--- config.mk ---
export PLATFORM = sky130hd
export DESIGN_NAME = serial_add_ctrl
export DESIGN_NICKNAME = d
export VERILOG_FILES = /design/src/rtl/serial_add_ctrl.sv
export SDC_FILE = /design/constraint.sdc
export NUM_CORES = 1
export LEC_CHECK = 0
export ABC_AREA = 1
export ABC_CLOCK_PERIOD_IN_PS = 1900
export CAP_MARGIN = 20
export CORE_MARGIN = 2
export CORE_UTILIZATION = 57
export CTS_BUF_LIST = sky130_fd_sc_hd__clkbuf_8
export DETAILED_ROUTE_END_ITERATION = 7
export PLACE_DENSITY_LB_ADDON = 0.3
export SLEW_MARGIN = 20
export SYNTH_ARGS = -nofsm -noshare
export SYNTH_HDL_FRONTEND = slang
export SYNTH_SLANG_ARGS = --single-unit
--- constraint.sdc ---
create_clock -name clk -period 1.9 [get_ports clk]
set_input_delay 0.57 -clock clk [delete_from_list [all_inputs] [get_ports clk]]
set_output_delay 0.57 -clock clk [all_outputs]
set_load 0.005 [all_outputs]
--- src/rtl/serial_add_ctrl.sv ---
// Sequencer for a bit-serial adder: accepts an operand pair, runs WIDTH LSB-first
// full-adder steps, then holds sum/carry/overflow until the consumer takes it.
module serial_add_ctrl #(
   parameter int  WIDTH = 4,
   localparam int CNT_W = $clog2(WIDTH)
) (
   input  logic             clk,
   input  logic             rst,
   input  logic             in_valid,
   output logic             in_ready,
   input  logic [WIDTH-1:0] in_a,
   input  logic [WIDTH-1:0] in_b,
   input  logic             in_cin,
   input  logic             in_sub,
   output logic             out_valid,
   input  logic             out_ready,
   output logic [WIDTH-1:0] out_sum,
   output logic             out_cout,
   output logic             out_ovf,
   output logic             busy
);

   typedef enum logic [1:0] {IDLE, SHIFT, DONE} state_t;

   state_t             state_q, state_d;
   logic [WIDTH-1:0]   a_sr_q, a_sr_d;
   logic [WIDTH-1:0]   b_sr_q, b_sr_d;
   logic [WIDTH-1:0]   sum_sr_q, sum_sr_d;
   logic               c_q, c_d;
   logic [CNT_W-1:0]   cnt_q, cnt_d;
   logic               a_msb_q, a_msb_d;
   logic               b_msb_q, b_msb_d;
   logic               in_ready_q, in_ready_d;
   logic               out_valid_q, out_valid_d;
   logic [WIDTH-1:0]   out_sum_q, out_sum_d;
   logic               out_cout_q, out_cout_d;
   logic               out_ovf_q, out_ovf_d;
   logic               busy_q, busy_d;

   logic [WIDTH-1:0]   b_prime;
   logic               s_bit;
   logic               carry;
   logic [WIDTH-1:0]   sum_next;

   // Subtract is A + ~B + 1, so B is inverted at load and the carry seeded to 1.
   assign b_prime  = in_sub ? ~in_b : in_b;
   assign s_bit    = a_sr_q[0] ^ b_sr_q[0] ^ c_q;
   assign carry    = (a_sr_q[0] & b_sr_q[0]) | (a_sr_q[0] & c_q) | (b_sr_q[0] & c_q);
   assign sum_next = {s_bit, sum_sr_q[WIDTH-1:1]};

   always_comb begin
      state_d     = state_q;
      a_sr_d      = a_sr_q;
      b_sr_d      = b_sr_q;
      sum_sr_d    = sum_sr_q;
      c_d         = c_q;
      cnt_d       = cnt_q;
      a_msb_d     = a_msb_q;
      b_msb_d     = b_msb_q;
      in_ready_d  = in_ready_q;
      out_valid_d = out_valid_q;
      out_sum_d   = out_sum_q;
      out_cout_d  = out_cout_q;
      out_ovf_d   = out_ovf_q;
      busy_d      = busy_q;
      case (state_q)
         IDLE: begin
            if (in_valid) begin
               a_sr_d     = in_a;
               b_sr_d     = b_prime;
               c_d        = in_sub | in_cin;
               cnt_d      = '0;
               a_msb_d    = in_a[WIDTH-1];
               b_msb_d    = b_prime[WIDTH-1];
               sum_sr_d   = '0;
               state_d    = SHIFT;
               in_ready_d = 1'b0;
               busy_d     = 1'b1;
            end
         end
         SHIFT: begin
            sum_sr_d = sum_next;
            a_sr_d   = a_sr_q >> 1;
            b_sr_d   = b_sr_q >> 1;
            c_d      = carry;
            cnt_d    = cnt_q + 1'b1;
            if (cnt_q == CNT_W'(WIDTH - 1)) begin
               state_d     = DONE;
               busy_d      = 1'b0;
               out_valid_d = 1'b1;
               out_sum_d   = sum_next;
               out_cout_d  = carry;
               // s_bit is the final sum MSB on the last step.
               out_ovf_d   = (a_msb_q == b_msb_q) & (s_bit != a_msb_q);
            end
         end
         DONE: begin
            if (out_ready) begin
               state_d     = IDLE;
               in_ready_d  = 1'b1;
               out_valid_d = 1'b0;
               out_sum_d   = '0;
               out_cout_d  = 1'b0;
               out_ovf_d   = 1'b0;
            end
         end
         default: begin
            state_d     = IDLE;
            in_ready_d  = 1'b1;
            out_valid_d = 1'b0;
            busy_d      = 1'b0;
         end
      endcase
   end

   always_ff @(posedge clk) begin
      if (rst) begin
         state_q     <= IDLE;
         a_sr_q      <= '0;
         b_sr_q      <= '0;
         sum_sr_q    <= '0;
         c_q         <= 1'b0;
         cnt_q       <= '0;
         a_msb_q     <= 1'b0;
         b_msb_q     <= 1'b0;
         in_ready_q  <= 1'b1;
         out_valid_q <= 1'b0;
         out_sum_q   <= '0;
         out_cout_q  <= 1'b0;
         out_ovf_q   <= 1'b0;
         busy_q      <= 1'b0;
      end else begin
         state_q     <= state_d;
         a_sr_q      <= a_sr_d;
         b_sr_q      <= b_sr_d;
         sum_sr_q    <= sum_sr_d;
         c_q         <= c_d;
         cnt_q       <= cnt_d;
         a_msb_q     <= a_msb_d;
         b_msb_q     <= b_msb_d;
         in_ready_q  <= in_ready_d;
         out_valid_q <= out_valid_d;
         out_sum_q   <= out_sum_d;
         out_cout_q  <= out_cout_d;
         out_ovf_q   <= out_ovf_d;
         busy_q      <= busy_d;
      end
   end

   assign in_ready  = in_ready_q;
   assign out_valid = out_valid_q;
   assign out_sum   = out_sum_q;
   assign out_cout  = out_cout_q;
   assign out_ovf   = out_ovf_q;
   assign busy      = busy_q;

endmodule

==> run metrics <==
Worst path depth=1; fillers=147; Worst Max-Slew Pin Slew=341 ps; GRT Util Overall=0.232; Rows=16; Setup TNS Final=0 ps; post-route cell area=1490 um^2; # Post-CTS Setup Buffers=0; largest net degree at the start of global routing=17; Crit path largest cell delay=510 ps; Seq/Total Area, Yosys=0.449; layout cell share with drive strength beyond 1=0.0733; Post-Route WL=2.48 mm; clock root cell=clkbuf_8; crit start category=register; die height=between 40 and 50 um; Ys Warns=0; Tcrit/Tclk final=0.887; crit path kind=reg2out; Placer Congestion=around 0.87; number of H-tree levels=1; GR Overflow Total=0; initial antenna violation count=0; Synth area leader=dfxtp_1; cts repair resizes=0; via count=1098; CTS tree=built; Async S/R FF share, synth=0; hold-fix buffer count after cts=0; Via density=5.04; CP max-delay cell=clkdlybuf4s50_1; final setup vio count=0; R2R Setup Slk=480 ps; IO Count=23; total power=between 1 and 1.5 mW; area grow syn2layout=23.7%; Crit path arrival time=1120 ps; Mapped Area=1200 um^2; Yosys top cell area share=0.449; max-cap violation count=0; Seq cells post-synth=27; WHS=approximately 470 ps; CP endpoint kind=output port; run status=finished clean; Reg area=~540 um^2; DP HPWL=1.88 mm; vias in the first global route=1034; Synth Area per Inst=7.16 um^2; power per cell area=between 700 and 800 nW/um^2; worst path bufs/invs=1; relative slew slack=0.772; die span in x=50.0 um; fin util=0.751; Fin Clk Skew=5.07 ps; Port Buffers=22; Routed Antenna Nets=0; Post-Syn Nets=184; Clock transition at path regs=90 ps; dominant cells by area after synthesis=dfxtp_1 45%, nand2_1 14%, a21oi_1 7.9%; Main synth FF type=dfxtp_1; cts bufs inserted=3; CTS sink count=27; area occupied by multi-input gates=551 um^2; Placed Area=between 1000 and 1500 um^2; CP Data Required Time=approximately 1300 ps; die area=2500 um^2; Unique masters post-synth=18; Final Hold Viols=0; worst r2r path cells=6; VDD IR max=561 uV; Longest Clk Path Bufs=2; final slew viol count=0; most frequent cells after synthesis=46 x nand2_1, 27 x dfxtp_1, 19 x a21oi_1; Avg WL per Cell=between 10 and 15 um; RSZ-0062 raised after global routing=false; Max Clk Rate=593 MHz; drt first pass iters=4; first-pass GRT wire length=4.37 mm; initial DRC count=30; Initial Utilization=0.607; DRC errors left=0; # diodes=0; count leader, synth=nand2_1; worst-skew pair later-pin latency=270 ps; cell family with most CP delay=buffers and inverters; Worst Hold Depth=1; P_leak=about 0.66 nW; nets=208; core area=1980 um^2; Syn Inst Count=about 170; CP max FO=2; Final min period=between 1500 and 2000 ps; number of synthesized flops with an enable pin=0; crit-path cells=clkdlybuf4s50_1; Hold Path Class=reg2reg
sequential cells by signal, summed over array words and instances (netlist names), 2 cells and up:
| signal | count |
|---|---|
| b_sr_q | 4 |
| out_sum | 4 |
| sum_sr_q | 3 |
| state_q | 2 |
| cnt_q | 2 |
| a_sr_q | 4 |
final cells by class:
class / count / share of cell area
clock inverters: 1 / 0.00336
well taps: 27 / 0.0227
inverters: 20 / 0.0504
flip-flops and latches: 27 / 0.363
repair buffers: 25 / 0.163
multi-input cells: 115 / 0.370
clock buffers: 3 / 0.0277
placed cells by master, fill, tap and decap left out, types with 4 or more instances in the layout:
cell	count
xor2_1	4
nor2_1	15
nand3_1	14
dfxtp_1	27
clkdlybuf4s50_1	22
inv_1	18
o21ai_0	9
a21oi_1	19
nand2_1	46
path summary, 6_finish.rpt:
kind,start,end
max reg2reg,a_sr_q[0]$_SDFFE_PP0P_,out_ovf$_SDFFE_PP0P_
min reg2reg,cnt_q[0]$_SDFFE_PP0P_,cnt_q[0]$_SDFFE_PP0P_
max,busy$_SDFFE_PP0P_,busy
min,cnt_q[0]$_SDFFE_PP0P_,cnt_q[0]$_SDFFE_PP0P_
power by group:
part           switching (mW)  total, mW  leakage (nW)  internal (mW)
logic                  0.0939      0.174         0.411         0.0796
registers              0.0185      0.614         0.221          0.595
clock network           0.169      0.316        0.0255          0.147
layer usage:
layer / share of wire / vias up / GRT usage
met1: 0.44 / 490 / 0.293
met2: 0.50 / 32 / 0.393
met4: 0.012 / 0 / 0.0833
met5: 0 / - / 0
li1: - / 572 / -
met3: 0.047 / 4 / 0.0394
cell families (layout without fill, tap and decap cells):
group | after synthesis | after routing | synth area share
AO/OA/AOI/OAI | 29 | 29 | 0.124
XOR/XNOR | 4 | 4 | 0.0291
adder cells (fa/ha/maj) | 2 | 2 | 0.0270
buffers and inverters | 26 | 49 | 0.0935
flip-flops | 27 | 27 | 0.449
AND/OR/NAND/NOR | 80 | 80 | 0.278
through the flow:
step | std cells | setup WS, ps
2_1_floorplan | 168 | 598
3_3_place_gp | 214 | 190
3_5_place_dp | 214 | 153
4_1_cts | 218 | 205
5_1_grt | 218 | 162
6_report | 218 | 214
(Power assumes the default switching activity.)
